`src/rtl/imem_stream_loader_if.sv`:
```
// Bus bundle for the streaming instruction memory. It carries the PC fetch
// port, the burst-load control and the valid/ready stream from the loader FIFO.
// The master side is the SoC/testbench and the slave side is the memory.
interface imem_stream_loader_if #(
   parameter int unsigned DATA_W = 32,
   parameter int unsigned DEPTH  = 8,
   parameter int unsigned ADDR_W = 32
);
   localparam int unsigned CNT_W = $clog2(DEPTH) + 1;

   logic [ADDR_W-1:0] fetch_addr;
   logic [DATA_W-1:0] fetch_instr;
   logic              fetch_valid;
   logic              fetch_oob;

   logic              load_start;
   logic [ADDR_W-1:0] load_base;
   logic [CNT_W-1:0]  load_len;

   logic              s_valid;
   logic [DATA_W-1:0] s_data;
   logic              s_ready;

   logic              load_busy;
   logic              load_done;
   logic              load_err;
   logic [CNT_W-1:0]  load_cnt;

   modport master (
      output fetch_addr, load_start, load_base, load_len, s_valid, s_data,
      input  fetch_instr, fetch_valid, fetch_oob, s_ready,
             load_busy, load_done, load_err, load_cnt
   );

   modport slave (
      input  fetch_addr, load_start, load_base, load_len, s_valid, s_data,
      output fetch_instr, fetch_valid, fetch_oob, s_ready,
             load_busy, load_done, load_err, load_cnt
   );
endinterface

```
`src/rtl/imem_stream_loader.sv`:
```
// Parametrised instruction memory with a combinational PC fetch port and a
// burst loader fed by a valid/ready stream. After reset the array is swept
// to zero (CLEAR). From IDLE a burst is written from a base index, wrapping
// modulo DEPTH. Out-of-range fetches and loads are flagged.
module imem_stream_loader #(
   parameter int unsigned DATA_W    = 32,
   parameter int unsigned DEPTH     = 8,
   parameter int unsigned ADDR_W    = 32,
   parameter int unsigned BYTE_ADDR = 1
) (
   input  logic                  clk,
   input  logic                  rst,
   imem_stream_loader_if.slave   bus
);
   localparam int unsigned IDX_W = (DEPTH > 1) ? $clog2(DEPTH) : 1;
   localparam int unsigned CNT_W = $clog2(DEPTH) + 1;
   localparam logic [ADDR_W-1:0] DEPTH_A = ADDR_W'(DEPTH);
   localparam logic [IDX_W-1:0]  LAST_IDX = IDX_W'(DEPTH - 1);

   typedef enum logic [1:0] {
      ST_CLEAR = 2'd0,
      ST_IDLE  = 2'd1,
      ST_LOAD  = 2'd2
   } state_t;

   logic [DATA_W-1:0] mem [DEPTH];

   // Byte addresses drop the two offset bits; word addresses are used as-is.
   function automatic logic [ADDR_W-1:0] word_index(input logic [ADDR_W-1:0] addr);
      if (BYTE_ADDR != 0) return addr >> 2;
      else                return addr;
   endfunction

   // Control state
   state_t            state_q, state_d;
   logic [IDX_W-1:0]  clr_ptr_q, clr_ptr_d;
   logic [IDX_W-1:0]  wr_ptr_q, wr_ptr_d;
   logic [CNT_W-1:0]  remaining_q, remaining_d;
   logic [CNT_W-1:0]  cnt_q, cnt_d;
   logic              done_q, done_d;
   logic              err_q, err_d;

   // Array write request
   logic              mem_we;
   logic [IDX_W-1:0]  mem_waddr;
   logic [DATA_W-1:0] mem_wdata;

   // Address decode
   logic [ADDR_W-1:0] fetch_idx;
   logic              fetch_in_range;
   logic [ADDR_W-1:0] load_idx;
   logic              load_in_range;

   assign fetch_idx      = word_index(bus.fetch_addr);
   assign fetch_in_range = (fetch_idx < DEPTH_A);
   assign load_idx       = word_index(bus.load_base);
   assign load_in_range  = (load_idx < DEPTH_A);

   // The fetch port reads the array directly, so a write becomes visible the
   // cycle after its accepting edge. The read does not depend on the state.
   assign bus.fetch_instr = fetch_in_range ? mem[fetch_idx[IDX_W-1:0]] : '0;
   assign bus.fetch_oob   = ~fetch_in_range;

   // Status outputs all come straight from flops.
   assign bus.fetch_valid = (state_q == ST_IDLE);
   assign bus.load_busy   = (state_q != ST_IDLE);
   assign bus.s_ready     = (state_q == ST_LOAD);
   assign bus.load_done   = done_q;
   assign bus.load_err    = err_q;
   assign bus.load_cnt    = cnt_q;

   // Next-state logic for the clear sweep, load requests and burst writes.
   always_comb begin
      state_d     = state_q;
      clr_ptr_d   = clr_ptr_q;
      wr_ptr_d    = wr_ptr_q;
      remaining_d = remaining_q;
      cnt_d       = cnt_q;
      done_d      = 1'b0;
      err_d       = err_q;
      mem_we      = 1'b0;
      mem_waddr   = '0;
      mem_wdata   = '0;

      case (state_q)
         ST_CLEAR: begin
            // One zero word per cycle; the pointer wraps naturally since DEPTH is 2^n.
            mem_we    = 1'b1;
            mem_waddr = clr_ptr_q;
            clr_ptr_d = clr_ptr_q + IDX_W'(1);
            if (clr_ptr_q == LAST_IDX) state_d = ST_IDLE;
         end

         ST_IDLE: begin
            if (bus.load_start) begin
               if (!load_in_range) begin
                  // Rejected: flag it and report completion without any write.
                  err_d  = 1'b1;
                  done_d = 1'b1;
               end else if (bus.load_len == '0) begin
                  cnt_d  = '0;
                  err_d  = 1'b0;
                  done_d = 1'b1;
               end else begin
                  wr_ptr_d    = load_idx[IDX_W-1:0];
                  remaining_d = bus.load_len;
                  cnt_d       = '0;
                  err_d       = 1'b0;
                  state_d     = ST_LOAD;
               end
            end
         end

         ST_LOAD: begin
            if (bus.s_valid) begin
               mem_we      = 1'b1;
               mem_waddr   = wr_ptr_q;
               mem_wdata   = bus.s_data;
               wr_ptr_d    = wr_ptr_q + IDX_W'(1);
               cnt_d       = cnt_q + CNT_W'(1);
               remaining_d = remaining_q - CNT_W'(1);
               // An error is flagged only when a further word will land on a wrapped index.
               if (wr_ptr_q == LAST_IDX && remaining_q != CNT_W'(1)) err_d = 1'b1;
               if (remaining_q == CNT_W'(1)) begin
                  state_d = ST_IDLE;
                  done_d  = 1'b1;
               end
            end
         end

         default: state_d = ST_CLEAR;
      endcase
   end

   // Control register update; rst overrides everything and restarts the clear.
   always_ff @(posedge clk) begin
      if (rst) begin
         state_q     <= ST_CLEAR;
         clr_ptr_q   <= '0;
         wr_ptr_q    <= '0;
         remaining_q <= '0;
         cnt_q       <= '0;
         done_q      <= 1'b0;
         err_q       <= 1'b0;
      end else begin
         state_q     <= state_d;
         clr_ptr_q   <= clr_ptr_d;
         wr_ptr_q    <= wr_ptr_d;
         remaining_q <= remaining_d;
         cnt_q       <= cnt_d;
         done_q      <= done_d;
         err_q       <= err_d;
      end
   end

   // Array write port: either the clear sweep or an accepted stream word. No write occurs while rst is high.
   always_ff @(posedge clk) begin
      if (mem_we && !rst) mem[mem_waddr] <= mem_wdata;
   end
endmodule

```
`src/flat_wrapper.sv`:
```
// flat-port wrapper written by rule: the top's interface ports become plain ports
module imem_stream_loader_flat 
#(
   parameter int unsigned DATA_W    = 32,
   parameter int unsigned DEPTH     = 8,
   parameter int unsigned ADDR_W    = 32,
   parameter int unsigned BYTE_ADDR = 1
)
  (clk, rst, bus_fetch_addr, bus_load_start, bus_load_base, bus_load_len, bus_s_valid, bus_s_data, bus_fetch_instr, bus_fetch_valid, bus_fetch_oob, bus_s_ready, bus_load_busy, bus_load_done, bus_load_err, bus_load_cnt);
  imem_stream_loader_if #(.DATA_W(DATA_W), .DEPTH(DEPTH), .ADDR_W(ADDR_W)) bus_i ();
  input  logic clk;
  input  logic rst;
  input wire logic [$bits(bus_i.fetch_addr)-1:0] bus_fetch_addr;
  input wire logic [$bits(bus_i.load_start)-1:0] bus_load_start;
  input wire logic [$bits(bus_i.load_base)-1:0] bus_load_base;
  input wire logic [$bits(bus_i.load_len)-1:0] bus_load_len;
  input wire logic [$bits(bus_i.s_valid)-1:0] bus_s_valid;
  input wire logic [$bits(bus_i.s_data)-1:0] bus_s_data;
  output wire logic [$bits(bus_i.fetch_instr)-1:0] bus_fetch_instr;
  output wire logic [$bits(bus_i.fetch_valid)-1:0] bus_fetch_valid;
  output wire logic [$bits(bus_i.fetch_oob)-1:0] bus_fetch_oob;
  output wire logic [$bits(bus_i.s_ready)-1:0] bus_s_ready;
  output wire logic [$bits(bus_i.load_busy)-1:0] bus_load_busy;
  output wire logic [$bits(bus_i.load_done)-1:0] bus_load_done;
  output wire logic [$bits(bus_i.load_err)-1:0] bus_load_err;
  output wire logic [$bits(bus_i.load_cnt)-1:0] bus_load_cnt;
  assign bus_i.fetch_addr = bus_fetch_addr;
  assign bus_i.load_start = bus_load_start;
  assign bus_i.load_base = bus_load_base;
  assign bus_i.load_len = bus_load_len;
  assign bus_i.s_valid = bus_s_valid;
  assign bus_i.s_data = bus_s_data;
  assign bus_fetch_instr = bus_i.fetch_instr;
  assign bus_fetch_valid = bus_i.fetch_valid;
  assign bus_fetch_oob = bus_i.fetch_oob;
  assign bus_s_ready = bus_i.s_ready;
  assign bus_load_busy = bus_i.load_busy;
  assign bus_load_done = bus_i.load_done;
  assign bus_load_err = bus_i.load_err;
  assign bus_load_cnt = bus_i.load_cnt;
  imem_stream_loader #(.DATA_W(DATA_W), .DEPTH(DEPTH), .ADDR_W(ADDR_W), .BYTE_ADDR(BYTE_ADDR)) u_core (.clk(clk), .rst(rst), .bus(bus_i));
endmodule
```
`config.mk`:
```
export PLATFORM = sky130hd
export DESIGN_NAME = imem_stream_loader_flat
export DESIGN_NICKNAME = d
export VERILOG_FILES = /design/src/rtl/imem_stream_loader_if.sv /design/src/rtl/imem_stream_loader.sv /design/src/flat_wrapper.sv
export SDC_FILE = /design/constraint.sdc
export NUM_CORES = 1
export LEC_CHECK = 0
export ABC_AREA = 1
export CELL_PAD_IN_SITES_DETAIL_PLACEMENT = 1
export CELL_PAD_IN_SITES_GLOBAL_PLACEMENT = 1
export CORE_AREA = 2 2 149 151
export DETAILED_ROUTE_END_ITERATION = 16
export DIE_AREA = 0 0 151 153
export DONT_BUFFER_PORTS = 1
export PLACE_DENSITY_LB_ADDON = 0.1
export REMOVE_ABC_BUFFERS = 1
export SYNTH_ARGS = -nofsm -noshare
export SYNTH_HDL_FRONTEND = slang
export SYNTH_SLANG_ARGS = --single-unit
```
`constraint.sdc`:
```
create_clock -name clk -period 5.9 [get_ports clk]
set_input_delay 1.18 -clock clk [delete_from_list [all_inputs] [get_ports clk]]
set_output_delay 1.18 -clock clk [all_outputs]
set_load 0.01 [all_outputs]
```
# After elaboration in Yosys (flattened, before gate mapping)
# Memories as Yosys holds them, arrays and structs flattened.
# Cells that the tools add are included.
totals:
  regBits: 18
  latchBits: 0
  mem_bits_rw: 256
  mem_bits_ro: 0
  in_bits: 104
  output_inout_bits: 42
  elab_cells: 80
  mem_count: 1
memory_table:
  columns: ["name", "words", "word_bits", "read_ports", "rd_ports_with_merged_regs", "wr", "line", "source"]
  rows:
  - ["u_core.mem", 8, 32, 1, 0, 1, "imem_stream_loader.sv:26", "logic [DATA_W-1:0] mem [DEPTH];"]
op_classes:
  n_addsub: 4
  multipliers: 0
  div_mod_pow: 0
  order_cmp: 2
  eq_ne: 14
  shift: 0
  n_mux: 41
  bitwise_logic: 1
  n_reduce_logical: 10
op_table:
  columns: ["cell", "n"]
  rows:
  - ["$mux 32", 3]
  - ["$lt 30x4->1 const B", 2]
  - ["$mux 4", 7]
  - ["$pmux 4 s2", 2]
  - ["$mux 3", 5]
  - ["$mux 1", 12]
  - ["$mux 2", 6]
  - ["$pmux 3 s2", 2]
  - ["$ne 2x1->1 const B", 5]
  - ["$reduce_and 4->1", 2]
  - ["$add 3x1->3 const B", 2]
  - ["$eq 3x3->1 const B", 2]
  - ["$ne 2x2->1 const B", 3]
  - ["$pmux 1 s2", 3]
  - ["$pmux 2 s3", 1]
  - ["$reduce_and 6->1", 1]
  - ["$reduce_and 5->1", 1]
  - ["$add 4x1->4 const B", 1]
  - ["$eq 4x1->1 const B", 1]
  - ["$logic_not 4->1", 1]
  - ["$ne 4x1->1 const B", 1]
  - ["$sub 4x1->4 const B", 1]
  - ["$eq 2x1->1 const B", 1]
  - ["$eq 2x2->1 const B", 1]
  - ["other kinds (5)", 6]

# Depth between registers and ports, before layout
depth:
  ltp_word: 5
  ltp_mapped: 12
  mapped_depth_nobuf: 11

# Least setup slack after synthesis
# OpenSTA, ideal clock, no wires.
synth_timing:
  path_kind: "input-to-reg"
  startpoint: "in bus_s_valid"
  endpoint: "mem u_core.mem[1][0] (enable)"
  setup_ns: 0.421
  t_arrival_ns: 3.038
  t_required_ns: 5.479
  slack_ns: 2.440
  stages: 4
  path_buffers: 0
  cell_sequence: "nand2_1 > o21ai_0 > nand2_1 > nor2_1"
synth_between:
  elab_chain_cells: 5
  word_cells_on_any_way: 7
  cone_classes: "6 x mux; 1 x reduce/logical"
synth_rtl:
  columns: ["item", "line", "source"]
  rows:
  - ["start, declared", "flat_wrapper.sv:17", "input wire logic [$bits(bus_i.s_valid)-1:0] bus_s_valid;"]
  - ["$mux 1", "imem_stream_loader.sv:115", "if (bus.s_valid) begin"]
  - ["$pmux 1 s2", "imem_stream_loader.sv:85", "case (state_q)"]
  - ["$logic_and 1x1->1", "imem_stream_loader.sv:158", "if (mem_we && !rst) mem[mem_waddr] <= mem_wdata;"]
  - ["$mux 1", "imem_stream_loader.sv:158", null]
  - ["$mux 1 (not written as such)", "imem_stream_loader.sv:158", null]
  - ["end, declared", "imem_stream_loader.sv:26", null]
# Parallel ways exist; a longest one is shown, timed or not.

# Worst setup path in the final report
layout_timing:
  startpoint: "in bus_fetch_addr[2]"
  endpoint: "out bus_fetch_instr[23]"
layout_between:
  elab_chain_cells: 2
  word_cells_on_any_way: 3
  cone_classes: "1 x order compare; 1 x mux; 1 x memory"
layout_rtl:
  columns: ["item", "line", "source"]
  rows:
  - ["start, declared", "flat_wrapper.sv:13", "input wire logic [$bits(bus_i.fetch_addr)-1:0] bus_fetch_addr;"]
  - ["$lt 30x4->1 / $mem_v2 8x32 (equally long branches)", null, null]
  - ["$mux 32 (*)", "imem_stream_loader.sv:61", "assign bus.fetch_instr = fetch_in_range ? mem[fetch_idx[IDX_W-1:0]] : '0;"]
  - ["end, declared", "flat_wrapper.sv:19", "output wire logic [$bits(bus_i.fetch_instr)-1:0] bus_fetch_instr;"]
# Mark *: on every way between the ends. The rest lies on a longest branch, timed or not.

==> reports/qor.tcl <==
set qor(status) {complete, no violations}
set qor(die_h_um) 153
set qor(route.detailed.wl_per_inst_um) 22.6
set qor(worst_ep_required_time_ns) 4.72
set qor(maximum_fanout_count_along_the_critical_path) 129
set qor(yosysWarningCount) 0
set qor(place_congestion) 0.752
set qor(sequence_of_cells_on_the_critical_path) {inv_4, buf_4, nor2_1, o221ai_1, o21ai_1, nor2_1}
set qor(synth.top_cell.area_share_pct) 66.5
set qor(first_pass_iters) 5
set qor(top_level_ports) 146
set qor(rows) 54
set qor(r2r_slack_ns) 1.76
set qor(timing.critical_path.buf_inv) 2
set qor(report.final.hold_viol_count) 0
set qor(tritoncts) {built}
set qor(cap_violations) 0
set qor(drt_first_iter_violations) 453
set qor(slowest_stage) {inv_4}
set qor(wl_met3_um) 1410
set qor(setup_viol_count_final) 0
set qor(final_antenna_net_count) 0
set qor(floorplan.die_area_um2) 23100
set qor(cp_class) {in2out}
set qor(static-leakage-power_nw) 4.40
set qor(pwr_cell_area_nw_per_um2) 377
set qor(critical_path.top_delay_family) {buffers and inverters}
set qor(timing.hold.worst.class) {reg2reg}
set qor(post_synth_main_area_contributors) {edfxtp_1 66%, nor2_1 7.5%, o21ai_0 5.9%}
set qor(area_growth_pct) 8.51
set qor(pre_cts_ws_ns) 1.67
set qor(gr-usage-all-layers_pct) 25.3
set qor(post_drt_via_cell_ratio) 6.00
set qor(setup.worst_path.end_class) {primary output}
set qor(fmaxAchievable_mhz) 235
set qor(peakVddDrop_uv) 268
set qor(design.core.area_um2) 21500
set qor(final.min_clock_period_ns) 4.26
set qor(maxUsedRoutingLayer) {met4}
set qor(die_width_um) 151
set qor(postLayoutSetupSlackWorst_ns) 1.64
set qor(cts_max_level) 1
set qor(number_of_distinct_library_cells_after_synthesis) 34
set qor(yosysTopAreaCell) {edfxtp_1}
set qor(met2_wirelength_um) 15100
set qor(postCtsSetupBuffers) 0
set qor(pin_count_of_the_biggest_net_entering_global_routing) 130
set qor(n_fill_cell) 2201
set qor(ctsResizeCount) 0
set qor(post_cts_hold_buffer_count) 0
set qor(start_kind) {input pin}
set qor(rsz0062_at_grt) {false}
set qor(worst_clock_skew_ns) 0.0117
set qor(met1_length_um) 11800
set qor(sequential_area_share_after_synthesis_pct) 69.6
set qor(insertedDiodeCount) 0
set qor(final_net_count) 1093
set qor(detailroute.via_count) 7667
set qor(grt_pass1_vias) 8249
set qor(cts.path.max_buffers) 3
set qor(clk_pin_slew_ns) 0.06
set qor(syn-instance-count) 995
set qor(port_buffers) 0
set qor(initial_core_util_pct) 53.8
set qor(tns_setup_ns) 0
set qor(grt_pass1_wl_um) 44900
set qor(syn_area_um2) 11600
set qor(clk_latency_ns) 0.55
set qor(place_hpwl_um) 16300
set qor(postRouteWirelength_um) 28900
set qor(drc) 0
set qor(timing.final.max_slew_violations) 0
set qor(clock-root-buffer) {clkbuf_16}
set qor(worst_path_most_repeated_cell) {nor2_1}
set qor(grt_antenna_before_repair) 0
set qor(overflow) 0
set qor(worst_slew_margin_rel_pct) 19.5
set qor(cts_buffers) 28
set qor(final_cell_count_no_fill) 1278
set qor(postSynthRegisterBits) 274
set qor(clock-sinks) 274
set qor(worst_ep_arrival_time_ns) 3.08
set qor(drive_gt1_share_pct) 7.31
set qor(min_period_over_period_pct) 72.2
set qor(avg_cell_area_syn_um2) 11.6
set qor(worstMarginPinSlew_ns) 1.21
set qor(timing.critical_path.slowest_cell_delay_ns) 0.70
set qor(dp.cells) 1229
==> worst register-to-register path: cells and delay by family, from the launching register on <==
kind / cells / cell delay (ns)
buffers and inverters: 2 / 0.52
AND/OR/NAND/NOR: 3 / 1.91
adder cells (fa/ha/maj): 1 / 0.56
flip-flops: 1 / 0.32
AO/OA/AOI/OAI: 1 / 0.52
==> sequential cells by signal, indices dropped and copies added (netlist names) <==
name,count
u_core.bus.load_err,1
u_core.remaining_q,4
u_core.bus.load_cnt,4
u_core.wr_ptr_q,3
u_core.clr_ptr_q,3
u_core.bus.load_done,1
u_core.state_q,2
u_core.mem,256
==> cell families (layout without fill, tap and decap cells) <==
kind of cell	Yosys count	in the layout	share of synthesized area [%]
DFF	274	274	69.6
and+or+nand+nor	325	325	11.2
buffers and inverters	133	136	5.53
AOI/OAI and AO/OA	250	250	12.4
adders and majority gates	10	10	1.08
xor gates and xnor gates	3	3	0.227
==> final cells by class <==
type,count,area (µm²),share of cell area (%)
inverters,75,287,2.28
multi-input cells,588,2940,23.4
clock inverters,17,119,0.947
clock buffers,32,716,5.70
flip-flops and latches,274,8050,64.1
well taps,280,350,2.79
repair buffers,12,90.1,0.718
==> report_power, final <==
group / internal, W / switching [W]
Combinational: 0.000160 / 0.000458
Sequential: 0.00242 / 0.0000799
Clock: 0.000909 / 0.000711
Total: 0.00349 / 0.00125
==> per-stage QoR <==
step / util (%) / power, W / cell area, µm² / hold slack (ns)
floorplan: - / 0.00291 / 11200 / 0.449
global placement: 54.5 / 0.00309 / 11700 / 0.461
detailed placement: 54.5 / 0.00315 / 11700 / 0.483
CTS: 58.4 / 0.00476 / 12600 / 0.493
global route: 58.4 / 0.00493 / 12600 / 0.524
finish: 58.4 / 0.00474 / 12600 / 0.496
==> placed cells by master, fill, tap and decap left out, types with 6 or more instances in the layout <==
master	instances
edfxtp_1	256
nor2_1	224
o21ai_0	137
inv_1	70
nand2_1	64
o22ai_1	34
o21ai_1	33
o221ai_1	32
clkbuf_16	28
dfxtp_1	18
a21oi_1	12
buf_4	12
ha_1	10
nor2_4	8
nor4_1	7
nand3_1	7
clkinv_2	7
clkinv_1	6
==> metal layers <==
metal  track usage, %  up-vias
li1                 -     3517
met2             45.3      201
met5                0        -
met3             3.52       52
met1             32.2     3897
met4             6.99        0
==> cell usage after synthesis (all sizes together) <==
library cell,count
nor3,2
o21ai,170
inv,74
nand4,5
edfxtp,256
dfxtp,18
clkinv,1
nor2,234
nand3,8
nand2,66
nor4,7
o22ai,35
xnor2,2
buf,27
xor2,1
and2,1
a21oi,13
ha,10
o221ai,32
clkbuf,31
nand3b,2
==> worst paths after layout <==
kind         depth (start not counted)                 from             endpoint
min                                  2  u_core.clr_ptr_q[2]  u_core.clr_ptr_q[2]
max                                  6    bus_fetch_addr[2]  bus_fetch_instr[23]
min reg2reg                          2  u_core.clr_ptr_q[2]  u_core.clr_ptr_q[2]
max reg2reg                          7    u_core.state_q[0]    u_core.mem[7][30]
(Power assumes the default switching activity.)
